<file path="src/rtl/instr_fetch_ctrl.sv">
// Fetch sequencer: issues word-aligned instruction requests and buffers
// the returned words, tagged with PC and fault, for the decoder.
module instr_fetch_ctrl #(
    parameter int unsigned           WORD_WIDTH = 32,
    parameter logic [WORD_WIDTH-1:0] BOOT_ADDR  = '0,
    parameter int unsigned           FIFO_DEPTH = 3
) (
    input  logic                  clk,
    input  logic                  rst,
    input  logic                  fetch_en_i,
    input  logic                  branch_i,
    input  logic [WORD_WIDTH-1:0] branch_addr_i,
    output logic                  instr_req_o,
    output logic [WORD_WIDTH-1:0] instr_addr_o,
    input  logic                  instr_gnt_i,
    input  logic                  instr_rvalid_i,
    input  logic [WORD_WIDTH-1:0] instr_rdata_i,
    output logic                  instr_valid_o,
    input  logic                  instr_ready_i,
    output logic [WORD_WIDTH-1:0] instr_rdata_o,
    output logic [WORD_WIDTH-1:0] instr_pc_o,
    output logic                  instr_err_o,
    output logic                  busy_o
);

    localparam int unsigned PW = (FIFO_DEPTH > 1) ? $clog2(FIFO_DEPTH) : 1;
    localparam int unsigned CW = $clog2(FIFO_DEPTH + 1);

    typedef enum logic [1:0] {IDLE, RUN, HALT} state_e;

    state_e                state_q, state_d;
    logic [WORD_WIDTH-1:0] fetch_pc_q, fetch_pc_d;
    logic [WORD_WIDTH-1:0] req_pc_q, req_pc_d;
    logic                  outstanding_q, outstanding_d;
    logic                  discard_q, discard_d;
    logic [CW-1:0]         count_q, count_d;
    logic [PW-1:0]         rd_ptr_q, rd_ptr_d;
    logic [PW-1:0]         wr_ptr_q, wr_ptr_d;

    logic [WORD_WIDTH-1:0] buf_data_q [FIFO_DEPTH];
    logic [WORD_WIDTH-1:0] buf_pc_q   [FIFO_DEPTH];
    logic [FIFO_DEPTH-1:0] buf_err_q;

    logic [CW:0] inflight;
    logic        head_valid;
    logic        issue;
    logic        grant;
    logic        push;
    logic        fault;
    logic        pop;
    logic        unused_baddr_lsb;

    assign unused_baddr_lsb = ^branch_addr_i[1:0];

    function automatic logic [PW-1:0] ptr_inc(input logic [PW-1:0] p);
        return (p == PW'(FIFO_DEPTH - 1)) ? '0 : p + PW'(1);
    endfunction

    // Issue uses the registered count only, so a push can never hit a full FIFO.
    always_comb begin
        inflight   = {1'b0, count_q} + {{CW{1'b0}}, outstanding_q};
        head_valid = (count_q != '0);
        issue      = (state_q == RUN) && !branch_i
                     && (inflight < (CW+1)'(FIFO_DEPTH));
        grant      = issue && instr_gnt_i;
        push       = outstanding_q && !discard_q && !branch_i;
        fault      = push && !instr_rvalid_i;
        pop        = head_valid && instr_ready_i && !branch_i;
    end

    always_comb begin
        state_d       = state_q;
        fetch_pc_d    = fetch_pc_q;
        req_pc_d      = req_pc_q;
        outstanding_d = grant;
        discard_d     = 1'b0;
        count_d       = count_q + CW'(push) - CW'(pop);
        rd_ptr_d      = pop ? ptr_inc(rd_ptr_q) : rd_ptr_q;
        wr_ptr_d      = push ? ptr_inc(wr_ptr_q) : wr_ptr_q;
        case (state_q)
            IDLE: if (fetch_en_i) state_d = RUN;
            RUN: begin
                if (fault)            state_d = HALT;
                else if (!fetch_en_i) state_d = IDLE;
            end
            HALT:    state_d = HALT;
            default: state_d = IDLE;
        endcase
        if (grant) begin
            req_pc_d   = fetch_pc_q;
            fetch_pc_d = fetch_pc_q + WORD_WIDTH'(4);
        end
        // A redirect wins over everything: flush, drop the response, no pop.
        if (branch_i) begin
            state_d    = fetch_en_i ? RUN : IDLE;
            fetch_pc_d = {branch_addr_i[WORD_WIDTH-1:2], 2'b00};
            discard_d  = outstanding_q;
            count_d    = '0;
            rd_ptr_d   = '0;
            wr_ptr_d   = '0;
        end
    end

    always_ff @(posedge clk or posedge rst) begin
        if (rst) begin
            state_q       <= IDLE;
            fetch_pc_q    <= BOOT_ADDR;
            req_pc_q      <= BOOT_ADDR;
            outstanding_q <= 1'b0;
            discard_q     <= 1'b0;
            count_q       <= '0;
            rd_ptr_q      <= '0;
            wr_ptr_q      <= '0;
        end else begin
            state_q       <= state_d;
            fetch_pc_q    <= fetch_pc_d;
            req_pc_q      <= req_pc_d;
            outstanding_q <= outstanding_d;
            discard_q     <= discard_d;
            count_q       <= count_d;
            rd_ptr_q      <= rd_ptr_d;
            wr_ptr_q      <= wr_ptr_d;
        end
    end

    always_ff @(posedge clk) begin
        if (push) begin
            buf_data_q[wr_ptr_q] <= instr_rvalid_i ? instr_rdata_i : '0;
            buf_pc_q[wr_ptr_q]   <= req_pc_q;
            buf_err_q[wr_ptr_q]  <= !instr_rvalid_i;
        end
    end

    assign instr_req_o   = issue;
    assign instr_addr_o  = fetch_pc_q;
    assign instr_valid_o = head_valid;
    assign instr_rdata_o = head_valid ? buf_data_q[rd_ptr_q] : '0;
    assign instr_pc_o    = head_valid ? buf_pc_q[rd_ptr_q] : '0;
    assign instr_err_o   = head_valid && buf_err_q[rd_ptr_q];
    assign busy_o        = (state_q == RUN) || outstanding_q;

endmodule

</file>
<file path="config.mk">
export PLATFORM = sky130hd
export DESIGN_NAME = instr_fetch_ctrl
export DESIGN_NICKNAME = d
export VERILOG_FILES = /design/src/rtl/instr_fetch_ctrl.sv
export SDC_FILE = /design/constraint.sdc
export NUM_CORES = 1
export LEC_CHECK = 0
export CORE_ASPECT_RATIO = 0.6
export CORE_UTILIZATION = 26
export CTS_CLUSTER_DIAMETER = 100
export CTS_CLUSTER_SIZE = 28
export DETAILED_ROUTE_END_ITERATION = 6
export SKIP_CTS_REPAIR_TIMING = 1
export SYNTH_ARGS = -nofsm -noshare
export SYNTH_HDL_FRONTEND = slang
export SYNTH_SLANG_ARGS = --single-unit
</file>
<file path="constraint.sdc">
create_clock -name clk -period 12.92 [get_ports clk]
set_clock_uncertainty 0.05 [all_clocks]
set_input_delay 2.584 -clock clk [delete_from_list [all_inputs] [get_ports clk]]
set_output_delay 2.584 -clock clk [all_outputs]
set_load 0.05 [all_outputs]
</file>
==> results of run 1 <==
## stage by stage
stage / setup slack [ns] / utilization [%] / hold WS (ns)
2_1_floorplan: 4.57 / - / 0.409
3_3_place_gp: 5.85 / 32.2 / 0.426
3_5_place_dp: 5.85 / 32.2 / 0.431
4_1_cts: 5.83 / 33.1 / 0.456
5_1_grt: 5.71 / 33.1 / 0.475
6_report: 5.89 / 33.1 / 0.453
## worst paths after layout
| path | end | depth (start not counted) | start | slack [ns] |
|---|---|---|---|---|
| max reg2reg | instr_addr_o[16] | 8 | outstanding_q | 9.93 |
| min in group asynchronous | req_pc_q[31] | 2 | rst | 2.32 |
| max | instr_req_o | 5 | branch_i | 5.89 |
| max in group asynchronous | req_pc_q[12] | 3 | rst | 9.35 |
| min reg2reg | buf_pc_q[2][15] | 0 | req_pc_q[15] | 0.45 |
| min | buf_pc_q[2][15] | 0 | req_pc_q[15] | 0.45 |
## critical path: stages
cell             delay (ns)
buf_2                  0.09
buf_4                  0.28
a211oi_2               0.35
nor2b_1                0.24
clkdlybuf4s50_1        0.83
## layer usage
metal / routed length [µm] / part of all wire (%) / global-route usage, % / up-vias
li1: - / - / - / 3463
met1: 12500 / 47 / 17.4 / 3570
met2: 12900 / 48 / 20.8 / 111
met3: 1130 / 4.2 / 2.51 / 16
met4: 277 / 1.0 / 1.62 / 0
met5: 0 / 0 / 0 / -
## kinds of logic after synthesis
group / count (synthesis)
fa+ha+maj: 5
buf+inv: 65
other cells: 1
mux: 66
xor+xnor: 9
simple gates: 366
flops: 259
compound gates: 127
## cell usage in the layout (no fill, tap or decap), types with 7 or more instances in the layout
cell type	instances
inv_1	9
nor3_1	7
nor2_1	145
buf_4	15
nand2_1	114
and2_1	36
nand3_1	13
dfrtp_1	68
o211ai_1	11
clkdlybuf4s50_1	163
o21ai_0	19
edfxtp_1	189
a21oi_1	76
clkbuf_16	13
nand4_1	16
mux2i_1	66
## registers in the layout, summed over array words and instances (netlist names)
register / cells
state_q: 2
outstanding_q: 1
buf_err_q: 3
buf_pc_q: 90
instr_addr_o: 30
count_q: 2
buf_data_q: 96
rd_ptr_q: 2
wr_ptr_q: 2
req_pc_q: 30
discard_q: 1
## cells in the mapped netlist (all sizes together) (2+ instances only)
library cell,n,area share (%)
o311ai,5,0.40
ha,5,0.57
nor4,4,0.50
nor2b,3,0.17
a21oi,76,3.5
nand2,115,4.0
and2,36,2.1
nand4,17,1.1
o211ai,11,0.76
o21ai,20,0.92
clkinv,2,0.069
and3,5,0.29
a21o,4,0.28
buf,18,0.81
xnor2,4,0.32
nand2b,4,0.23
mux2i,66,6.1
edfxtp,189,52
a32oi,2,0.16
nor3,8,0.37
clkbuf,35,1.2
inv,10,0.34
dfrtp,70,16
nor3b,7,0.48
nor2,146,5.0
xor2,5,0.40
a22oi,2,0.14
and4,2,0.16
or4,3,0.24
nand3,13,0.60
## power groups by stage
stage | Clock (mW) | Sequential [mW] | Combinational [mW]
2_1_floorplan | 0 | 1.02 | 0.142
3_3_place_gp | 0 | 1.00 | 0.266
3_5_place_dp | 0 | 1.00 | 0.268
4_1_cts | 0.479 | 0.985 | 0.269
5_1_grt | 0.507 | 0.991 | 0.286
6_report | 0.458 | 0.985 | 0.264
## final cells by class
type	instances	area, µm²	share of cell area [%]
Inverter	12	46.3	0.341
Antenna cell	1	2.50	0.0185
Timing Repair Buffer	179	1750	12.9
Multi-Input combinational cell	577	3250	24.0
Sequential cell	259	7430	54.8
Clock buffer	18	344	2.54
Clock inverter	3	26.3	0.194
Tap cell	560	701	5.17
==> qor.yml, run 1 <==
synth-simple-area-share_pct: 15.4
cts_tree: "built"
dp_cells: 1587
vias_per_cell: 4.45
antenna_found_initial: 0
clock_path_buffers: 3
grt_max_degree: 80
core-area_mm2: 0.0409
stdcell_area_mm2: 0.0136
synth_async_sr_flop_share_pct: 27.0
areaGrowthSynthToFinish_pct: 24.3
synth-edff-count: 189
track_usage_pct: 12.6
hold_viol_final: 0
min_period_ns: 7.03
syn_avg_cell_area_um2: 12.1
drt-total-wl_um: 26900
ioPinCount: 171
fin_cells: 1609
worstSetupStartpointType: "primary input"
ir_worst_vdd_mv: 0.0744
critical_path_class: "primary input to output port"
fillers: 4114
start_util_pct: 26.6
crit_fanout: 56
p_per_area_mw_per_mm2: 126
rsz0062_at_grt: "false"
root_buffer: "clkbuf_16"
crit_path_end_kind: "output port"
min_period_over_period_pct: 54.4
hold_path_class: "register to register"
status: "finished clean"
clk_latency_ns: 0.50
synth_warnings: 0
h-tree-depth: 1
p_seq_share_pct: 57.7
drv_cap: 0
synth_top_family_by_area: "simple AND/OR/NAND/NOR gates"
setup_viol: 0
synth_compound_area_share_pct: 6.71
dieArea_mm2: 0.0428
internal_power_mw: 1.23
drc: 0
syn_area_mm2: 0.0109
power_switching_mw: 0.479
ant_nets: 0
maxSlewViolCount: 0
finalNetCount: 1118
arrival_ns: 4.40
port_buffers: 164
die_height_um: 161
pwr-share-comb_pct: 15.5
synth-adder-area-share_pct: 0.573
numCtsBuffers: 13
power_mw: 1.71
via_count: 7160
hpwlAfterDp_um: 17400
synth_xor_area_share_pct: 0.723
p_clk_share_pct: 26.8
fin_setup_tns_ns: 0
die_w_um: 266
synth_mux_area_share_pct: 6.06
fmax_ghz: 0.142
grt_pass1_wl_um: 41600
swShare_pct: 28.0
tightest_slew_ns: 1.05
cts_sinks: 259
row_count: 57
timing.slew.headroom_pct: 30.0
dpl_cell_area_mm2: 0.0132
drtIter0Drc: 402
layout-drive-gt1-share_pct: 4.48
gr-total-overflow: 0
synth_seq_area_share_pct: 68.1
leakage_nw: 4.81
synth_flop_cell: "edfxtp_1"
synthCells: 898
ys_types: 47
required_ns: 10.29
grt_pass1_vias: 7089
synth-seq-cells: 259
clk_pin_slew_worst_paths_ns: 0.11
gp_congestion: 0.790
drt_pass1_iterations: 5
post_drt_wl_per_cell_um: 16.7
No activity file was read; power rests on OpenSTA's default activity.
==> inputs of run 2 (changes only) <==
- clock period: 12.92 -> 6.78 ns (I/O delays scaled with it)
==> run 2 against run 1 <==
Effect of this change:
- combinational power is 89% higher
- clock power increased by 91%
- total power rose by 91%
- register-to-register slack worse by 6.2 ns
- worst setup slack got worse by 3.9 ns
- clock-buffer cell count increased by 1
- global-route usage grew 0.26 points
- die area is the same
- sequential share of layout area is 0.065 points lower
- sequential power grew 92%
- wire length grew 2.9%
- sequential cell count stayed put
- critical path type is now register to output port
- critical endpoint is now instr_rdata_o[31]
- highest routed layer is now met5
==> qor.yml, run 2 (same netlist as run 1, synthesis figures left out) <==
status: "finished clean"  # unchanged
path_common_cell: "nor2_1"
numCtsBuffers: 13  # unchanged
drt-total-wl_um: 27600  # was 26,900 µm
fmax_ghz: 0.210
maxSlewViolCount: 0  # unchanged
crit_slowest_cell: "dfrtp_4"  # was clkdlybuf4s50_1
timing.slew.headroom_pct: 25.4  # was 30.0%
cts_sinks: 259  # unchanged
stdcell_area_mm2: 0.0136  # about the same
die_w_um: 266  # unchanged
cts_tree: "built"  # unchanged
most-common-layout-cells: "189 x edfxtp_1, 163 x clkdlybuf4s50_1, 145 x nor2_1"  # unchanged
setup_viol: 0  # unchanged
ir_worst_vdd_mv: 0.120  # was 0.0744 mV
final_common_cell: "edfxtp_1"  # unchanged
grt_max_degree: 102  # was 80
crit_buf_inv: 2  # was 3
largest_reg_flops: 96  # unchanged
min_period_over_period_pct: 70.2
core-area_mm2: 0.0409  # unchanged
reg2regPathDepth: 8  # unchanged
ant_nets: 0  # unchanged
hold_path_class: "register to register"  # unchanged
clk_latency_ns: 0.50  # about the same
post-route-util_pct: 33.2  # was 33.1%
track_usage_pct: 12.8  # was 12.6%
areaGrowthSynthToFinish_pct: 24.4  # was 24.3%
ioPinCount: 171  # unchanged
tightest_slew_ns: 1.12  # was 1.05 ns
critical_path_class: "register to output port"  # was primary input to output port
regMostFlops: "buf_data_q"  # unchanged
critical_path_cell_count: 6  # was 5
h-tree-depth: 1  # unchanged
p_per_area_mw_per_mm2: 240  # was 126 mW/mm²
post_drt_wl_per_cell_um: 17.2  # was 16.7 µm
worst_path_largest_cell_delay_ns: 1.01  # was 0.83 ns
root_buffer: "clkbuf_16"  # unchanged
crit_chain: "buf_4 -> mux2i_1 -> nor2_1 -> a21oi_1 -> nor2_1 -> clkdlybuf4s50_1"  # was buf_2 -> buf_4 -> a211oi_2 -> nor2b_1 -> clkdlybuf4s50_1
reg_top3: "buf_data_q x96, buf_pc_q x90"  # unchanged
worstSetupStartpointType: "register"  # was primary input
port_buffers: 164  # unchanged
gp_congestion: 0.796  # was 0.790
layout-drive-gt1-share_pct: 4.39  # was 4.48%
gr-total-overflow: 0  # unchanged
dpl_cell_area_mm2: 0.0132  # about the same
fin_cells: 1610  # was 1,609
crit_fanout: 44  # was 56
worstReg2RegEnd: "instr_addr_o[16]"  # unchanged
r2r_start: "count_q[0]"  # was outstanding_q
hold_viol_final: 0  # unchanged
die_height_um: 161  # unchanged
critPathLaunch: "rd_ptr_q[0]"  # was branch_i
drv_cap: 0  # unchanged
min_period_ns: 4.76
leakage_nw: 4.81  # about the same
r2r_setup_slack_ns: 3.74  # was 9.93 ns
critPathTopFamily: "buffers and inverters"  # unchanged
vias_per_cell: 4.46  # was 4.45
setup_slack_ns: 2.02  # was 5.89 ns
required_ns: 5.37  # was 10.29 ns
grt_pass1_wl_um: 42200  # was 41,600 µm
fin_setup_tns_ns: 0  # unchanged
start_util_pct: 26.6  # unchanged
rsz0062_at_grt: "false"  # unchanged
dieArea_mm2: 0.0428  # unchanged
drc: 0  # unchanged
dp_cells: 1587  # unchanged
antenna_found_initial: 4  # was 0
hp-start: "req_pc_q[19]"  # was req_pc_q[15]
clock_path_buffers: 3  # unchanged
hold_slack_ns: 0.457  # was 0.453 ns
fillers: 4113  # was 4,114
clk_pin_slew_worst_paths_ns: 0.11  # about the same
crit_path_end_kind: "output port"  # unchanged
row_count: 57  # unchanged
grt_pass1_vias: 7142  # was 7,089
power_mw: 3.26  # was 1.71 mW
drtIter0Drc: 424  # was 402
drt_pass1_iterations: 5  # unchanged
dp_slack_ns: 2.51  # was 5.85 ns
via_count: 7185  # was 7,160
finalNetCount: 1118  # unchanged
hpwlAfterDp_um: 18000  # was 17,400 µm
arrival_ns: 3.36  # was 4.40 ns
endpoint: "instr_rdata_o[31]"  # was instr_req_o
## run 2: area by class of cell
cell class / count / area (µm²) / area share (%)
Sequential cell: 259 / 7430 / 54.8
Inverter: 12 / 45.0 / 0.332
Antenna cell: 2 / 5.00 / 0.0369
Timing Repair Buffer: 179 / 1750 / 12.9
Tap cell: 560 / 701 / 5.16
Clock buffer: 19 / 348 / 2.56
Multi-Input combinational cell: 577 / 3270 / 24.1
Clock inverter: 2 / 25.0 / 0.184
## run 2: per-layer routing
metal | GRT usage (%) | share of wire [%]
met4 | 2.12 | 1.2
met3 | 2.59 | 4.2
met2 | 21.2 | 48
met1 | 17.6 | 47
met5 | 0 | 0.043
## run 2: worst min path at each step
| stage | slack (ns) | depth (start not counted) | to |
|---|---|---|---|
| finish | 0.46 | 0 | buf_pc_q[1][19] |
| CTS | 0.46 | 0 | buf_pc_q[2][24] |
| global route | 0.47 | 0 | buf_pc_q[0][19] |
| detailed placement | 0.43 | 0 | buf_pc_q[2][24] |
| floorplan | 0.41 | 0 | buf_pc_q[0][10] |
| global placement | 0.42 | 0 | buf_pc_q[0][24] |
## run 2: power by group
part	switching, mW	leakage, nW	internal (mW)
registers	0.0947	2.61	1.79
clock network	0.503	0.179	0.371
logic	0.318	2.02	0.181
total	0.916	4.81	2.34
==> patch: new RTL, settings of run 1 <==
The parameter `FIFO_DEPTH` goes from 3 to 2.
--- a/src/rtl/instr_fetch_ctrl.sv
+++ b/src/rtl/instr_fetch_ctrl.sv
@@ -3,7 +3,7 @@
 module instr_fetch_ctrl #(
     parameter int unsigned           WORD_WIDTH = 32,
     parameter logic [WORD_WIDTH-1:0] BOOT_ADDR  = '0,
-    parameter int unsigned           FIFO_DEPTH = 3
+    parameter int unsigned           FIFO_DEPTH = 2
 ) (
     input  logic                  clk,
     input  logic                  rst,
Behaviour: not the same (Yosys sat finds a counterexample within 4 cycles, from zero or initial values and one cycle with rst high).
==> patch against run 1 <==
Final area fell by 19%; register-to-register slack improved by 0.10 ns; total power fell by 12%; setup slack improved by 0.071 ns; routed wire length fell by 19%; critical path depth did not move; synthesized area fell by 24%; global-route usage rose by 1.4 points; cell count fell by 21%; sequential cell count fell by 65; sequential share of layout area fell by 4.8 points; sequential power fell by 24%.
==> patch: results (changes against run 1) <==
- Clock Path Buffers: 2 (-1)
- Syn avg cell area: 12.0 um^2 (-1.3%)
- Metal2 WL: 10.1 mm (-22%)
- Diodes inserted: 0 (-1)
- Status: finished clean
- HPWL Detailed: 14.0 mm (-20%)
- Worst slew pin tran: 0.973 ns (-0.0771 ns)
- H-tree lvl count: 4 (+3)
- Placed Cells: 1,247 (-21%)
- Routed wire length: 21.8 mm (-19%)
- Worst-Skew Late Latency: 0.44 ns (-0.06 ns)
- Ratio of cells with drive above 1 in the final layout: 6.15% (+1.7 points)
- First-pass GRT wire length: 33.7 mm (-19%)
- Wire length per cell: 17.1 um (+2.1%)
- Reg2reg path depth: 10 (+2)
- Cts bufs inserted: 17 (+4)
- DR iter-0 viols: 347 (-14%)
- Total GRT Usage: 13.9% (+1.4 points)
- Post-DP Area: 10,400 um^2 (-21%)
- CP Max Fanout: 58 (+3.6%)
- CP Data Arrival Time: 4.33 ns (-0.07 ns)
- Largest net degree at the start of global routing: 69 (-14%)
- Maximum vdd drop: 0.0878 mV (+18%)
- Ranking of synthesized cells by area: edfxtp_1 45%, dfrtp_1 20%, mux2i_1 7.6%
- Gpl congestion: 0.734 (-7.0%)
- Biggest regs: buf_data_q: 64 flops, buf_pc_q: 60 flops
- Commonest cells post-synth: 126 x edfxtp_1, 119 x nand2_1, 88 x nor2_1
- Vias in the first global route: 5,650 (-20%)
- Post-synth EDFFs: 126 (-33%)
- Fraction of registers with async set/reset: 35.1% (+8.0 points)
- Clock group total power: 505 uW (+10%)
- WHS Path Cells: 0 (unchanged)
- CTS clk-pin slew, worst paths: 0.07 ns (-0.04 ns)
- Avg Vias per Cell: 4.49 (+0.90%)
- LEAKAGE: 3.94 nW (-18%)
- M1 wire length: 10.4 mm (-17%)
- Sequential-to-total area share from yosys stat: 65.8% (-2.3 points)
- Switching share of power: 28.6% (+0.53 points)
patch: kinds of logic after synthesis:
| family | synth area share, % |
|---|---|
| adders and majority gates | 0.450 |
| other | 0.0450 |
| buffers and inverters | 2.84 |
| xor gates and xnor gates | 0.840 |
| muxes | 7.56 |
| DFF | 65.8 |
| AOI/OAI and AO/OA | 4.80 |
| and+or+nand+nor | 17.7 |
patch: through the flow:
stage               util [%]  setup WS (ns)
finish                  35.0           5.96
global route            35.0           5.88
CTS                     35.0           5.93
detailed placement      33.2           5.93
global placement        33.2           5.92
floorplan                  -           6.83
patch: cell type report:
type                            instances  share of cell area [%]
Clock buffer                           21                    4.20
Clock inverter                         10                   0.776
Inverter                               12                   0.468
Multi-Input combinational cell        452                    24.2
Sequential cell                       194                    50.1
Tap cell                              416                    4.75
Timing Repair Buffer                  173                    15.5
patch: critical path, delay by kind of cell:
| kind | cells | cell delay, ns |
|---|---|---|
| buf+inv | 3 | 1.23 |
| compound gates | 1 | 0.31 |
| simple gates | 1 | 0.18 |
patch: per-layer routing:
layer  up-vias  track usage [%]
met2       135             21.3
met5         -                0
met3        13             4.13
li1       2748                -
met4         0             3.65
met1      2842             19.1
patch: final timing paths:
| check | slack, ns | endpoint | from |
|---|---|---|---|
| max in group asynchronous | 9.46 | req_pc_q[12] | rst |
| setup reg to reg | 10.03 | count_q[1] | count_q[0] |
| hold / removal | 0.42 | buf_pc_q[1][2] | req_pc_q[2] |
| hold reg to reg | 0.42 | buf_pc_q[1][2] | req_pc_q[2] |
| setup / recovery | 5.96 | instr_req_o | branch_i |
| min in group asynchronous | 2.67 | rd_ptr_q | rst |
